File: src/rtl/mctx_rr_drain_if.sv
// ---------------------------------------------------------------------------
// mctx_rr_drain_if
// Bundles every signal between the round-robin drain block, the upstream
// multi-context queue, software control and the downstream output stream.
//
// Parameters
//   NCTX  : number of contexts (must match the queue)
//   WIDTH : payload width (must match the queue)
//   CTXW  : context index width
//
// Signals
//   q_empty   [NCTX]  per-context empty flags from the queue
//   q_dout    [WIDTH] queue read data, valid in the cycle q_get is high
//   q_get             dequeue strobe
//   q_gctx    [NCTX]  one-hot context select (zero when q_get=0)
//   ctx_en    [NCTX]  per-context drain enable
//   pause             request to stop issuing gets
//   pause_ack         high while the drain block is quiesced
//   out_valid/out_ready  output stream handshake
//   out_data  [WIDTH] payload
//   out_ctx   [CTXW]  source context index
//
// Modports
//   master : the drain block
//   slave  : its environment (queue, software, downstream consumer)
// ---------------------------------------------------------------------------
interface mctx_rr_drain_if #(
  parameter int NCTX  = 16,
  parameter int WIDTH = 16,
  parameter int CTXW  = $clog2(NCTX)
);
  logic [NCTX-1:0]  q_empty;
  logic [WIDTH-1:0] q_dout;
  logic             q_get;
  logic [NCTX-1:0]  q_gctx;
  logic [NCTX-1:0]  ctx_en;
  logic             pause;
  logic             pause_ack;
  logic             out_valid;
  logic             out_ready;
  logic [WIDTH-1:0] out_data;
  logic [CTXW-1:0]  out_ctx;

  modport master (
    input  q_empty, q_dout, ctx_en, pause, out_ready,
    output q_get, q_gctx, pause_ack, out_valid, out_data, out_ctx
  );

  modport slave (
    output q_empty, q_dout, ctx_en, pause, out_ready,
    input  q_get, q_gctx, pause_ack, out_valid, out_data, out_ctx
  );
endinterface

File: src/rtl/mctx_rr_drain.sv
// ---------------------------------------------------------------------------
// mctx_rr_drain
// Round-robin consumer of the multi-context linked-list queue. Each cycle it
// picks one non-empty, enabled context (lowest index strictly above the last
// grant, wrapping), issues a one-hot get, and captures the same-cycle read
// data plus the context index into a 2-entry output FIFO that feeds a
// valid/ready stream. A RUN/DRAIN/PAUSED state machine lets software stop
// issuing gets and wait until the output buffer has emptied.
//
// Ports
//   clk        clock
//   rst        asynchronous, active-high reset
//   bus        mctx_rr_drain_if.master (queue, control and output stream)
//   stat_sel   [CTXW] statistics counter select      (stats build only)
//   stat_clr          synchronous clear of all counters (stats build only)
//   stat_cnt   [16]   selected per-context issue count  (stats build only)
//
// Optional feature macro: MCTX_RR_DRAIN_STATS_EN
//   Adds per-context saturating 16-bit issue counters and the stat_* ports.
// ---------------------------------------------------------------------------
module mctx_rr_drain #(
  parameter int NCTX  = 16,
  parameter int WIDTH = 16,
  parameter int CTXW  = $clog2(NCTX)
) (
  input  logic                clk,
  input  logic                rst,
`ifdef MCTX_RR_DRAIN_STATS_EN
  input  logic [CTXW-1:0]     stat_sel,
  input  logic                stat_clr,
  output logic [15:0]         stat_cnt,
`endif
  mctx_rr_drain_if.master     bus
);

  typedef enum logic [1:0] {
    ST_RUN    = 2'd0,
    ST_DRAIN  = 2'd1,
    ST_PAUSED = 2'd2
  } state_t;

  localparam logic [CTXW:0] NCTX_W = (CTXW+1)'(NCTX);

  state_t            r_state;
  logic              r_pause_ack;
  logic [CTXW-1:0]   r_rr_ptr;

  // Output FIFO: two slots, a read pointer and an occupancy count.
  logic [WIDTH-1:0]  r_fifo_data [2];
  logic [CTXW-1:0]   r_fifo_ctx  [2];
  logic              r_rd_ptr;
  logic [1:0]        r_cnt;

  logic [NCTX-1:0]   w_elig;
  logic              w_found;
  logic [CTXW-1:0]   w_grant_idx;
  logic [CTXW:0]     w_sum;
  logic              w_issue;
  logic              w_pop;
  logic              w_wr_idx;

  assign w_elig = ~bus.q_empty & bus.ctx_en;

  // Walk the candidates from farthest to nearest above rr_ptr so the last
  // hit (the nearest one) wins; the sum is one bit wider to handle the wrap.
  always_comb begin
    w_found     = 1'b0;
    w_grant_idx = '0;
    w_sum       = '0;
    for (int k = NCTX; k >= 1; k--) begin
      w_sum = {1'b0, r_rr_ptr} + (CTXW+1)'(k);
      if (w_sum >= NCTX_W) w_sum = w_sum - NCTX_W;
      if (w_elig[w_sum[CTXW-1:0]]) begin
        w_found     = 1'b1;
        w_grant_idx = w_sum[CTXW-1:0];
      end
    end
  end

  // Issue only from the registered count so out_ready never reaches q_get
  // combinationally; rst gating keeps q_get low for the whole reset pulse.
  assign w_issue  = !rst && (r_state == ST_RUN) && !bus.pause && w_found &&
                    (r_cnt < 2'd2);
  assign w_pop    = (r_cnt != 2'd0) && bus.out_ready;
  assign w_wr_idx = r_rd_ptr ^ r_cnt[0];

  assign bus.q_get     = w_issue;
  assign bus.q_gctx    = w_issue ? (NCTX'(1) << w_grant_idx) : '0;
  assign bus.out_valid = (r_cnt != 2'd0);
  assign bus.out_data  = r_fifo_data[r_rd_ptr];
  assign bus.out_ctx   = r_fifo_ctx[r_rd_ptr];
  assign bus.pause_ack = r_pause_ack;

  // Round-robin pointer
  always_ff @(posedge clk or posedge rst) begin
    if (rst) begin
      r_rr_ptr <= CTXW'(NCTX-1);
    end else if (w_issue) begin
      r_rr_ptr <= w_grant_idx;
    end
  end

  // Output FIFO: the queue's same-cycle read data lands here at the issue edge
  always_ff @(posedge clk or posedge rst) begin
    if (rst) begin
      r_fifo_data[0] <= '0;
      r_fifo_data[1] <= '0;
      r_fifo_ctx[0]  <= '0;
      r_fifo_ctx[1]  <= '0;
      r_rd_ptr       <= 1'b0;
      r_cnt          <= 2'd0;
    end else begin
      if (w_issue) begin
        r_fifo_data[w_wr_idx] <= bus.q_dout;
        r_fifo_ctx[w_wr_idx]  <= w_grant_idx;
      end
      if (w_pop) r_rd_ptr <= ~r_rd_ptr;
      case ({w_issue, w_pop})
        2'b10:   r_cnt <= r_cnt + 2'd1;
        2'b01:   r_cnt <= r_cnt - 2'd1;
        default: r_cnt <= r_cnt;
      endcase
    end
  end

  // Pause/drain FSM; pause_ack is registered alongside the PAUSED state.
  always_ff @(posedge clk or posedge rst) begin
    if (rst) begin
      r_state     <= ST_RUN;
      r_pause_ack <= 1'b0;
    end else begin
      case (r_state)
        ST_RUN: begin
          if (bus.pause) r_state <= ST_DRAIN;
        end
        ST_DRAIN: begin
          if (!bus.pause) begin
            r_state <= ST_RUN;
          end else if (r_cnt == 2'd0) begin
            r_state     <= ST_PAUSED;
            r_pause_ack <= 1'b1;
          end
        end
        ST_PAUSED: begin
          if (!bus.pause) begin
            r_state     <= ST_RUN;
            r_pause_ack <= 1'b0;
          end
        end
        default: begin
          r_state     <= ST_RUN;
          r_pause_ack <= 1'b0;
        end
      endcase
    end
  end

`ifdef MCTX_RR_DRAIN_STATS_EN
  logic [15:0] r_stat [NCTX];

  // Clear has priority over a same-cycle increment; counts saturate.
  always_ff @(posedge clk or posedge rst) begin
    if (rst) begin
      for (int i = 0; i < NCTX; i++) r_stat[i] <= '0;
    end else if (stat_clr) begin
      for (int i = 0; i < NCTX; i++) r_stat[i] <= '0;
    end else if (w_issue && (r_stat[w_grant_idx] != 16'hFFFF)) begin
      r_stat[w_grant_idx] <= r_stat[w_grant_idx] + 16'd1;
    end
  end

  assign stat_cnt = r_stat[stat_sel];
`endif

endmodule

File: src/flat_wrapper.sv
// flat-port wrapper written by rule: the top's interface ports become plain ports
module mctx_rr_drain_flat 
#(
  parameter int NCTX  = 16,
  parameter int WIDTH = 16,
  parameter int CTXW  = $clog2(NCTX)
)
  (clk, rst, bus_q_empty, bus_q_dout, bus_ctx_en, bus_pause, bus_out_ready, bus_q_get, bus_q_gctx, bus_pause_ack, bus_out_valid, bus_out_data, bus_out_ctx);
  mctx_rr_drain_if #(.NCTX(NCTX), .WIDTH(WIDTH), .CTXW(CTXW)) bus_i ();
  input  logic clk;
  input  logic rst;
  input wire logic [$bits(bus_i.q_empty)-1:0] bus_q_empty;
  input wire logic [$bits(bus_i.q_dout)-1:0] bus_q_dout;
  input wire logic [$bits(bus_i.ctx_en)-1:0] bus_ctx_en;
  input wire logic [$bits(bus_i.pause)-1:0] bus_pause;
  input wire logic [$bits(bus_i.out_ready)-1:0] bus_out_ready;
  output wire logic [$bits(bus_i.q_get)-1:0] bus_q_get;
  output wire logic [$bits(bus_i.q_gctx)-1:0] bus_q_gctx;
  output wire logic [$bits(bus_i.pause_ack)-1:0] bus_pause_ack;
  output wire logic [$bits(bus_i.out_valid)-1:0] bus_out_valid;
  output wire logic [$bits(bus_i.out_data)-1:0] bus_out_data;
  output wire logic [$bits(bus_i.out_ctx)-1:0] bus_out_ctx;
  assign bus_i.q_empty = bus_q_empty;
  assign bus_i.q_dout = bus_q_dout;
  assign bus_i.ctx_en = bus_ctx_en;
  assign bus_i.pause = bus_pause;
  assign bus_i.out_ready = bus_out_ready;
  assign bus_q_get = bus_i.q_get;
  assign bus_q_gctx = bus_i.q_gctx;
  assign bus_pause_ack = bus_i.pause_ack;
  assign bus_out_valid = bus_i.out_valid;
  assign bus_out_data = bus_i.out_data;
  assign bus_out_ctx = bus_i.out_ctx;
  mctx_rr_drain #(.NCTX(NCTX), .WIDTH(WIDTH), .CTXW(CTXW)) u_core (.clk(clk), .rst(rst), .bus(bus_i));
endmodule
File: config.mk
export PLATFORM = sky130hd
export DESIGN_NAME = mctx_rr_drain_flat
export DESIGN_NICKNAME = d
export VERILOG_FILES = /design/src/rtl/mctx_rr_drain_if.sv /design/src/rtl/mctx_rr_drain.sv /design/src/flat_wrapper.sv
export SDC_FILE = /design/constraint.sdc
export NUM_CORES = 1
export LEC_CHECK = 0
export ABC_CLOCK_PERIOD_IN_PS = 5900
export BUFFER_PORTS_ARGS = -buffer_cell sky130_fd_sc_hd__clkbuf_2
export CAP_MARGIN = 20
export CORE_MARGIN = 2
export CORE_UTILIZATION = 45
export CTS_BUF_LIST = sky130_fd_sc_hd__clkbuf_8
export DETAILED_ROUTE_END_ITERATION = 7
export GPL_TIMING_DRIVEN = 0
export PLACE_DENSITY = 0.68
export SETUP_SLACK_MARGIN = 0.4
export SLEW_MARGIN = 20
export SYNTH_ARGS = -nofsm -noshare
export SYNTH_HDL_FRONTEND = slang
export SYNTH_SLANG_ARGS = --single-unit
File: constraint.sdc
create_clock -name clk -period 5.9 [get_ports clk]
set_input_delay 1.77 -clock clk [delete_from_list [all_inputs] [get_ports clk]]
set_output_delay 1.77 -clock clk [all_outputs]
set_load 0.01 [all_outputs]
==> flow_metrics.tcl, run 1 <==
set metrics [dict create \
    status "complete, but fails checks" \
    violations "setup timing" \
    rsz0062_at_grt "true" \
    placed_area_sq_mm 0.005968 \
    numPortBuffers 90 \
    async_reset_ff_frac 1.000 \
    dieArea_sq_mm 0.01246 \
    drt_first_pass_iters 8 \
    worst_slack_ps -665.2 \
    die_x_um 111.6 \
    drtIter0Drc 434 \
    layout_common_cells "68 x clkbuf_2, 46 x dfrtp_1, 42 x mux2_2" \
    drt-wirelength-per-cell_um 20.59 \
    start_util 0.4585 \
    num_io_pins 91 \
    synth_compound_area_frac 0.1409 \
    antenna_found_initial 0 \
    setup_viol 16 \
    ctsHtreeMaxLevel 2 \
    clock_latency_ps 310 \
    timing.final.crit_share 1.113 \
    synth_mux_area_frac 0.3433 \
    clockBufferDepth 2 \
    cp.required_ps 4130 \
    drv_slew 0 \
    path_max_fanout 8 \
    drc 0 \
    dp_hpwl_um 11450 \
    dieHeight_um 111.6 \
    slew_headroom 0.5429 \
    track_usage 0.2388 \
    final_nets 696 \
    crit_type "input port to output pin" \
    grt_pass1_vias 4800 \
    layout_commonest_cell "clkbuf_2" \
    cts_tree "built" \
    timing_hold_violations_final 0 \
    synthAdderAreaFrac 0.01920 \
    synthesis.nets 559 \
    fin_area_sq_mm 0.006919 \
    cts_buffers 5 \
    critPathLaunchType "input port" \
    synth_top_family_by_area "multiplexers" \
    synth_seq_cells 50 \
    via_per_inst 6.382 \
    worst_slew_pin_slew_ps 685.7 \
    gp_congestion 0.9790 \
    hold_start "u_core.r_fifo_ctx[6]" \
    rows 39 \
    syn_area_per_cell_sq_um 10.45 \
    vias 4978 \
    period_minus_slack_ps 6565 \
    wl_um 16060 \
    ys_seq_area_frac 0.2410 \
    cts_root_buf "clkbuf_8" \
    fmax_ghz 0.1523 \
    startpoint "bus_q_empty[8]" \
    synth_xor_area_frac 0.03529 \
    synth_cell_types 76 \
    drt.antenna.violating_nets 0 \
    ctsHoldBuffers 0 \
    drive_above_1_share 0.5495 \
    overflow 0 \
    synthCells 499 \
    clock_sinks 50 \
    grt_max_degree 27 \
    core-area_sq_mm 0.01137 \
    regToRegStartpoint "u_core.r_rr_ptr[1]" \
    synth_edf_count 0 \
    yosys_warnings 0 \
    syn_to_final_growth_pct 32.74 \
    synth-simple-area-share 0.1702 \
    fill_cells 932 \
    hold_path_class "flip-flop to flip-flop" \
    clock-skew-final_ps 10.19 \
    cp.arrival_ps 4800 \
    diodes 0 \
    syn_area_sq_mm 0.005212 \
    cp-end-kind "output pin" \
    grt_pass1_wl_um 24360 \
    yosys_most_used_dff "dfrtp_1" \
    clk_pin_slew_ps 90 \
    maxCapViolations 0 \
]
[area by class of cell]
class,count,area (sq um),share of cell area
Buffer,31,265.3,0.03834
Clock inverter,3,17.52,0.002532
Sequential cell,50,1256,0.1816
Clock buffer,5,68.82,0.009946
Multi-Input combinational cell,406,4215,0.6092
Tap cell,143,178.9,0.02586
Timing Repair Buffer,130,872.1,0.1260
Inverter,12,45.04,0.006510
[path summary, 6_finish.rpt]
check                                    endpoint  slack [ps]  depth (start not counted)
max                                 bus_q_gctx[8]        -670                         13
min                          u_core.r_fifo_ctx[6]         490                          2
max reg2reg                 u_core.r_fifo_data[1]        1370                         16
min reg2reg                  u_core.r_fifo_ctx[6]         490                          2
max in group asynchronous  u_core.r_fifo_data[18]        3880                          3
min in group asynchronous   u_core.r_fifo_data[9]        1500                          2
[per-layer routing]
layer | vias to the layer above | share of wire | wire, um | global-route usage
met5 | - | 0 | 0 | 0
met4 | 0 | 0.039 | 632 | 0.07160
met3 | 64 | 0.094 | 1512 | 0.04736
met2 | 310 | 0.49 | 7825 | 0.4020
met1 | 2425 | 0.38 | 6093 | 0.3129
li1 | 2179 | - | - | -
[cell usage after synthesis (all sizes together), types with 4 or more instances]
cell	number	area (sq um)
mux2	68	822.0
dfrtp	46	1151
nor2	35	131.4
mux2i	31	359.1
nand2	28	107.6
mux4	27	608.1
o21ai	25	128.9
buf	24	190.2
nand2b	18	112.6
a21oi	16	80.08
nor2b	14	87.58
xnor2	13	132.6
inv	12	45.05
nor4	10	93.84
ha	8	100.1
nand3	8	45.04
nor3	8	55.05
clkbuf	7	26.28
o2111ai	6	52.55
o21a	6	45.04
a211oi	5	37.54
a22oi	5	37.54
nand3b	5	37.54
o211ai	5	42.54
xor2	5	51.30
a21boi	4	30.03
and2	4	27.53
dfstp	4	105.1
nor4b	4	68.81
o22ai	4	25.02
[state kept, by name (all words and copies together) (netlist names)]
name                  cells
u_core.r_cnt              2
u_core.r_rd_ptr           1
u_core.r_state            2
u_core.r_fifo_ctx         8
u_core.r_rr_ptr           4
u_core.r_fifo_data       32
u_core.bus.pause_ack      1
[metrics by stage]
stage	TNS, ps	instances	setup slack, ps	hold WS, ps	utilization
2_1_floorplan	-2769	499	-224.2	444.4	-
3_3_place_gp	-12490	732	-811.0	460.3	0.5232
3_5_place_dp	-13080	733	-852.0	470.2	0.5249
4_1_cts	-9282	755	-625.4	490.9	0.5589
5_1_grt	-10440	780	-728.6	513.7	0.6086
6_report	-9083	780	-665.2	486.2	0.6086
[repair_timing]
action / CTS / global route
pin swaps: 8 / 15
gates resized for setup: 33 / 96
buffers inserted: 14 / 25
setup endpoints to repair: 17 / 17
[cell families (layout without fill, tap and decap cells)]
family,Yosys count,count (layout)
compound gates,103,103
mux,126,126
flops,50,50
buf+inv,43,181
xor+xnor,18,18
simple gates,151,151
fa+ha+maj,8,8
[critical path, cell delays in order]
cell	delay [ps]
buf_6	90
or2b_4	270
mux4_2	540
mux2i_4	200
o21ai_2	90
o221a_2	270
o21bai_1	170
a211oi_2	110
or4b_4	550
and2_4	200
buf_12	140
nor4_4	200
buf_2	170
Power of run 1 is not shown: default switching activity piles up to over one toggle a cycle in this logic, so the estimate is an artifact.
==> inputs of run 2 (changes only) <==
Settings changed: CORE_UTILIZATION 45 to 53, PLACE_DENSITY 0.68 to 0.78.
==> run 2 against run 1 <==
  * The flow still finishes with violations (setup timing)
  * Non-clock buffer count up 17
  * Sequential cell count stayed put
  * Setup slack better by 30 ps
  * Maximum frequency increased by 0.46%
  * Global-route usage is 6.9 points higher
  * Design area increased by 3.1%
  * Via count increased by 2.0%
  * Clock-buffer cell count did not move
  * Critical path depth unchanged
  * Critical endpoint is now bus_q_gctx[11]
==> flow_metrics.tcl, run 2 (synthesized netlist as in run 1, its figures left out) <==
set metrics [dict create \
    drt.antenna.violating_nets 0 \
    wl_um 17090 \
    via_per_inst 6.450 \
    drc 0 \
    fill_cells 681 \
    drv_slew 0 \
    start_util 0.5408 \
    ctsHtreeMaxLevel 2 \
    fmax_ghz 0.1530 \
    worst_slack_ps -635.0 \
    slew_headroom 0.4871 \
    diodes 0 \
    clock_sinks 50 \
    drive_above_1_share 0.5657 \
    die_x_um 103.2 \
    crit_type "input port to output pin" \
    grt_pass1_wl_um 25340 \
    rsz0062_at_grt "true" \
    violations "setup timing" \
    hold_path_class "flip-flop to flip-flop" \
    critPathLaunchType "input port" \
    timing_hold_violations_final 0 \
    grt_max_degree 38 \
    worst_slew_pin_slew_ps 763.8 \
    gp_congestion 1.064 \
    maxCapViolations 0 \
    rr_worst_depth 17 \
    slowest_delay_ps 540 \
    multi_input_comb_area_sq_mm 0.004323 \
    layout_commonest_cell "clkbuf_2" \
    dieArea_sq_mm 0.01064 \
    hold_path_depth 2 \
    numPortBuffers 90 \
    layout_common_cells "70 x clkbuf_2, 52 x buf_4, 46 x dfrtp_1" \
    clk_pin_slew_ps 90 \
    clock-skew-final_ps 10.07 \
    largest_reg_flops 32 \
    cp.arrival_ps 4770 \
    drt_first_pass_iters 5 \
    period_minus_slack_ps 6535 \
    clock_latency_ps 300 \
    cp-end-kind "output pin" \
    rows 36 \
    clockBufferDepth 2 \
    dp_hpwl_um 11920 \
    place_ws_ps -844.8 \
    num_io_pins 91 \
    track_usage 0.3082 \
    cp_num_cells 13 \
    cts_buffers 5 \
    cp_top_family "simple AND/OR/NAND/NOR gates" \
    drt-wirelength-per-cell_um 21.72 \
    hold_ws_ps 501.9 \
    setup_viol 16 \
    cp_slowest_cell "mux4_2" \
    vias 5076 \
    status "complete, but fails checks" \
    top_regs "u_core.r_fifo_data: 32 flops, u_core.r_fifo_ctx: 8 flops, u_core.r_rr_ptr: 4 flops" \
    cp.required_ps 4130 \
    cts_tree "built" \
    largest-register "u_core.r_fifo_data" \
    cts_root_buf "clkbuf_8" \
    tns_ps -9152 \
    path_max_fanout 8 \
    path_cells "buf_6 -> and2b_2 -> mux4_2 -> mux2i_4 -> nand2_1 -> o21a_1 -> nor4_2 -> a211oi_2 -> or4b_4 -> and2_4 -> buf_12 -> nor4b_4 -> buf_2" \
    worst-path-buf-inv 3 \
    grt_pass1_vias 4945 \
    regArea_sq_mm 0.001256 \
    dieHeight_um 103.2 \
    final_nets 713 \
    timing.final.crit_share 1.108 \
    syn_to_final_growth_pct 36.80 \
    core-area_sq_mm 0.009639 \
    antenna_found_initial 0 \
    drtIter0Drc 516 \
    overflow 0 \
]
## run 2: metal layers
layer | global-route usage | wire [um]
met4 | 0.1468 | 918
met3 | 0.05040 | 1431
met1 | 0.3869 | 6378
met2 | 0.5210 | 8361
met5 | 0 | 0
## run 2: final cells by class
| class | count | area share |
|---|---|---|
| Clock inverter | 3 | 0.005966 |
| Clock buffer | 5 | 0.009651 |
| Timing Repair Buffer | 147 | 0.1367 |
| Inverter | 12 | 0.006317 |
| Buffer | 31 | 0.03562 |
| Tap cell | 133 | 0.02334 |
| Sequential cell | 50 | 0.1762 |
| Multi-Input combinational cell | 406 | 0.6062 |
## run 2: final timing paths
| check | startpoint | to | slack, ps |
|---|---|---|---|
| setup reg to reg | u_core.r_rr_ptr[1] | u_core.r_fifo_data[5] | 1500 |
| hold / removal | u_core.r_fifo_ctx[7] | u_core.r_fifo_ctx[7] | 500 |
| max in group asynchronous | rst | u_core.r_rr_ptr[2] | 3940 |
| hold reg to reg | u_core.r_fifo_ctx[7] | u_core.r_fifo_ctx[7] | 500 |
| setup / recovery | bus_ctx_en[3] | bus_q_gctx[11] | -640 |
| min in group asynchronous | rst | u_core.r_fifo_data[7] | 1410 |
## run 2: worst register-to-register path, stage by stage (launching register included)
cell and delay [ps]:
dfstp_2 580, buf_2 230, inv_1 110, buf_4 230, ha_2 280, xnor2_4 270, mux4_2 380, mux2i_4 250
buf_6 160, buf_4 110, mux2i_2 100, nor4_2 290, nand3_2 140, o21ai_4 160, buf_4 170, nand2b_1 220
buf_4 250, mux2_2 360
## run 2: repair_timing
action / CTS / global route
gates cloned: 1 / 0
buffers inserted: 28 / 27
endpoints found under the setup margin: 17 / 17
hold buffers: 0 / 0
gates resized for setup: 66 / 84
hold endpoints to repair: 0 / 0
pin swaps: 13 / 32
## run 2: metrics by stage
| stage | std cells | instance area [sq um] | util |
|---|---|---|---|
| 2_1_floorplan | 499 | 5319 | - |
| 3_3_place_gp | 722 | 5936 | 0.6158 |
| 3_5_place_dp | 723 | 5956 | 0.6179 |
| 4_1_cts | 760 | 6625 | 0.6873 |
| 5_1_grt | 787 | 7131 | 0.7397 |
| 6_report | 787 | 7131 | 0.7397 |
Power of run 2 is left out for the same reason.
==> inputs of run 3 (changes only) <==
--- a/config.mk
+++ b/config.mk
@@ -6,13 +6,13 @@
 export NUM_CORES = 1
 export LEC_CHECK = 0
-export ABC_CLOCK_PERIOD_IN_PS = 5900
+export ABC_CLOCK_PERIOD_IN_PS = 7300
 export BUFFER_PORTS_ARGS = -buffer_cell sky130_fd_sc_hd__clkbuf_2
 export CAP_MARGIN = 20
 export CORE_MARGIN = 2
-export CORE_UTILIZATION = 53
+export CORE_UTILIZATION = 59
 export CTS_BUF_LIST = sky130_fd_sc_hd__clkbuf_8
 export DETAILED_ROUTE_END_ITERATION = 7
 export GPL_TIMING_DRIVEN = 0
-export PLACE_DENSITY = 0.78
+export PLACE_DENSITY = 0.82
 export SETUP_SLACK_MARGIN = 0.4
 export SLEW_MARGIN = 20
==> constraint.sdc (replaced) <==
create_clock -name clk -period 7.3 [get_ports clk]
set_input_delay 2.19 -clock clk [delete_from_list [all_inputs] [get_ports clk]]
set_output_delay 2.19 -clock clk [all_outputs]
set_load 0.02 [all_outputs]
==> run 3 against run 2 <==
  * The flow still finishes with violations (setup timing)
  * Design area rose by 1.3%
  * Global-route usage rose by 4.3 points
  * Clock skew rose by 0.68 ps
  * Register-to-register slack improved by 750 ps
  * Highest routed layer unchanged
  * Routed wire length rose by 7.8%
  * Sequential share of layout area fell by 0.23 points
  * Setup slack improved by 440 ps
  * Via count rose by 3.2%
  * Hold slack improved by 4.2 ps
  * Critical path depth did not move
  * Sequential cell count did not move
==> flow_metrics.tcl, run 3 (synthesized netlist as in run 1, its figures left out) <==
set metrics [dict create \
    worst_slack_ps -198.1 \
    layout_commonest_cell "clkbuf_2" \
    ctsHtreeMaxLevel 2 \
    top_regs "u_core.r_fifo_data: 32 flops, u_core.r_fifo_ctx: 8 flops, u_core.r_rr_ptr: 4 flops" \
    drc 0 \
    rr_worst_depth 16 \
    dp_hpwl_um 11710 \
    rsz0062_at_grt "true" \
    via_per_inst 6.839 \
    timing.final.crit_share 1.027 \
    dr.max_layer_used "met4" \
    cpMostUsedCell "o21a_1" \
    clock_sinks 50 \
    vias 5239 \
    period_minus_slack_ps 7498 \
    slew_headroom 0.4290 \
    track_usage 0.3513 \
    path_cells "clkbuf_2 -> nand2b_2 -> o21a_1 -> mux4_2 -> mux2i_4 -> o21ai_1 -> a21oi_2 -> o21a_1 -> o21ai_4 -> or2_1 -> buf_12 -> nor4b_4 -> buf_4" \
    layout_common_cells "72 x clkbuf_2, 62 x buf_4, 46 x dfrtp_1" \
    cp_slowest_cell "mux4_2" \
    r2r_setup_slack_ps 2250 \
    maxCapViolations 0 \
    gp_congestion 1.004 \
    cp.required_ps 5110 \
    critPathLaunchType "input port" \
    fmax_ghz 0.1334 \
    grt_pass1_wl_um 26810 \
    wl_met3_um 1669 \
    cts_root_buf "clkbuf_8" \
    timing_hold_violations_final 0 \
    setup_viol 16 \
    status "complete, but fails checks" \
    cts_tree "built" \
    grt_pass1_vias 5112 \
    overflow 0 \
    diodes 0 \
    largest_reg_flops 32 \
    cp.arrival_ps 5310 \
    wl_um 18420 \
    dieArea_sq_mm 0.009603 \
    drv_slew 0 \
    clk_pin_slew_ps 90 \
    numPortBuffers 90 \
    worst_slew_pin_slew_ps 853.6 \
    grt_max_degree 36 \
    drtIter0Drc 489 \
    cts_buffers 5 \
    crit_type "input port to output pin" \
    hold_path_class "flip-flop to flip-flop" \
    fill_cells 462 \
    clock_latency_ps 310 \
    slowest_delay_ps 550 \
    die_x_um 98.00 \
    num_io_pins 91 \
    place_ws_ps -292.9 \
    antenna_found_initial 0 \
    clock-skew-final_ps 10.75 \
    drt-wirelength-per-cell_um 24.05 \
    violations "setup timing" \
    drt-met1-wl_um 7178 \
    cp-end-kind "output pin" \
    core-area_sq_mm 0.008636 \
    rows 34 \
    drive_above_1_share 0.5608 \
    drt_first_pass_iters 5 \
    clockBufferDepth 2 \
    final_nets 717 \
    syn_to_final_growth_pct 38.57 \
    largest-register "u_core.r_fifo_data" \
    path_max_fanout 8 \
    start_util 0.6036 \
    dr_wl_met2_um 8781 \
    drt.antenna.violating_nets 0 \
    hold_path_depth 1 \
    dieHeight_um 98.00 \
]
-- run 3: final timing paths --
path,end,start
max in group asynchronous,u_core.r_rr_ptr[0],rst
min in group asynchronous,u_core.r_fifo_data[12],rst
setup reg to reg,u_core.r_fifo_data[3],u_core.r_rr_ptr[1]
hold / removal,u_core.bus.pause_ack,u_core.bus.pause_ack
hold reg to reg,u_core.bus.pause_ack,u_core.bus.pause_ack
setup / recovery,bus_q_gctx[2],bus_q_empty[15]
-- run 3: layer usage --
metal,vias up,GRT usage
li1,2219,-
met4,0,0.1442
met1,2549,0.4789
met2,386,0.5611
met3,85,0.05870
met5,-,0
-- run 3: what timing repair did --
action	4_1_cts	5_1_grt
setup endpoints to repair	17	17
buffers inserted	39	21
pin swaps	19	24
hold buffers	0	0
gates resized for setup	97	56
-- run 3: layout make-up --
cell class,count,area (sq um),area share
Timing Repair Buffer,151,1079,0.1493
Sequential cell,50,1256,0.1739
Inverter,12,45.04,0.006236
Tap cell,108,135.1,0.01871
Clock buffer,6,82.58,0.01143
Clock inverter,2,12.51,0.001732
Buffer,31,256.5,0.03551
Multi-Input combinational cell,406,4357,0.6032
-- run 3: per-stage QoR --
step             util  cells  cell area, sq um  hold WS (ps)  TNS [ps]
4_1_cts        0.7960    745              6874         510.2    -529.9
2_1_floorplan       -    499              5405         444.4         0
6_report       0.8364    766              7223         506.0     -2187
3_5_place_dp   0.6960    698              6011         483.2     -3609
5_1_grt        0.8364    766              7223         526.6     -3228
3_3_place_gp   0.6937    697              5991         458.8     -2810
-- run 3: critical path, delay by kind of cell --
family,cells,cell delay (ps)
muxes,2,920
and+or+nand+nor,3,770
buffers and inverters,3,430
AOI/OAI and AO/OA,5,990
Power of run 3 is left out for the same reason.
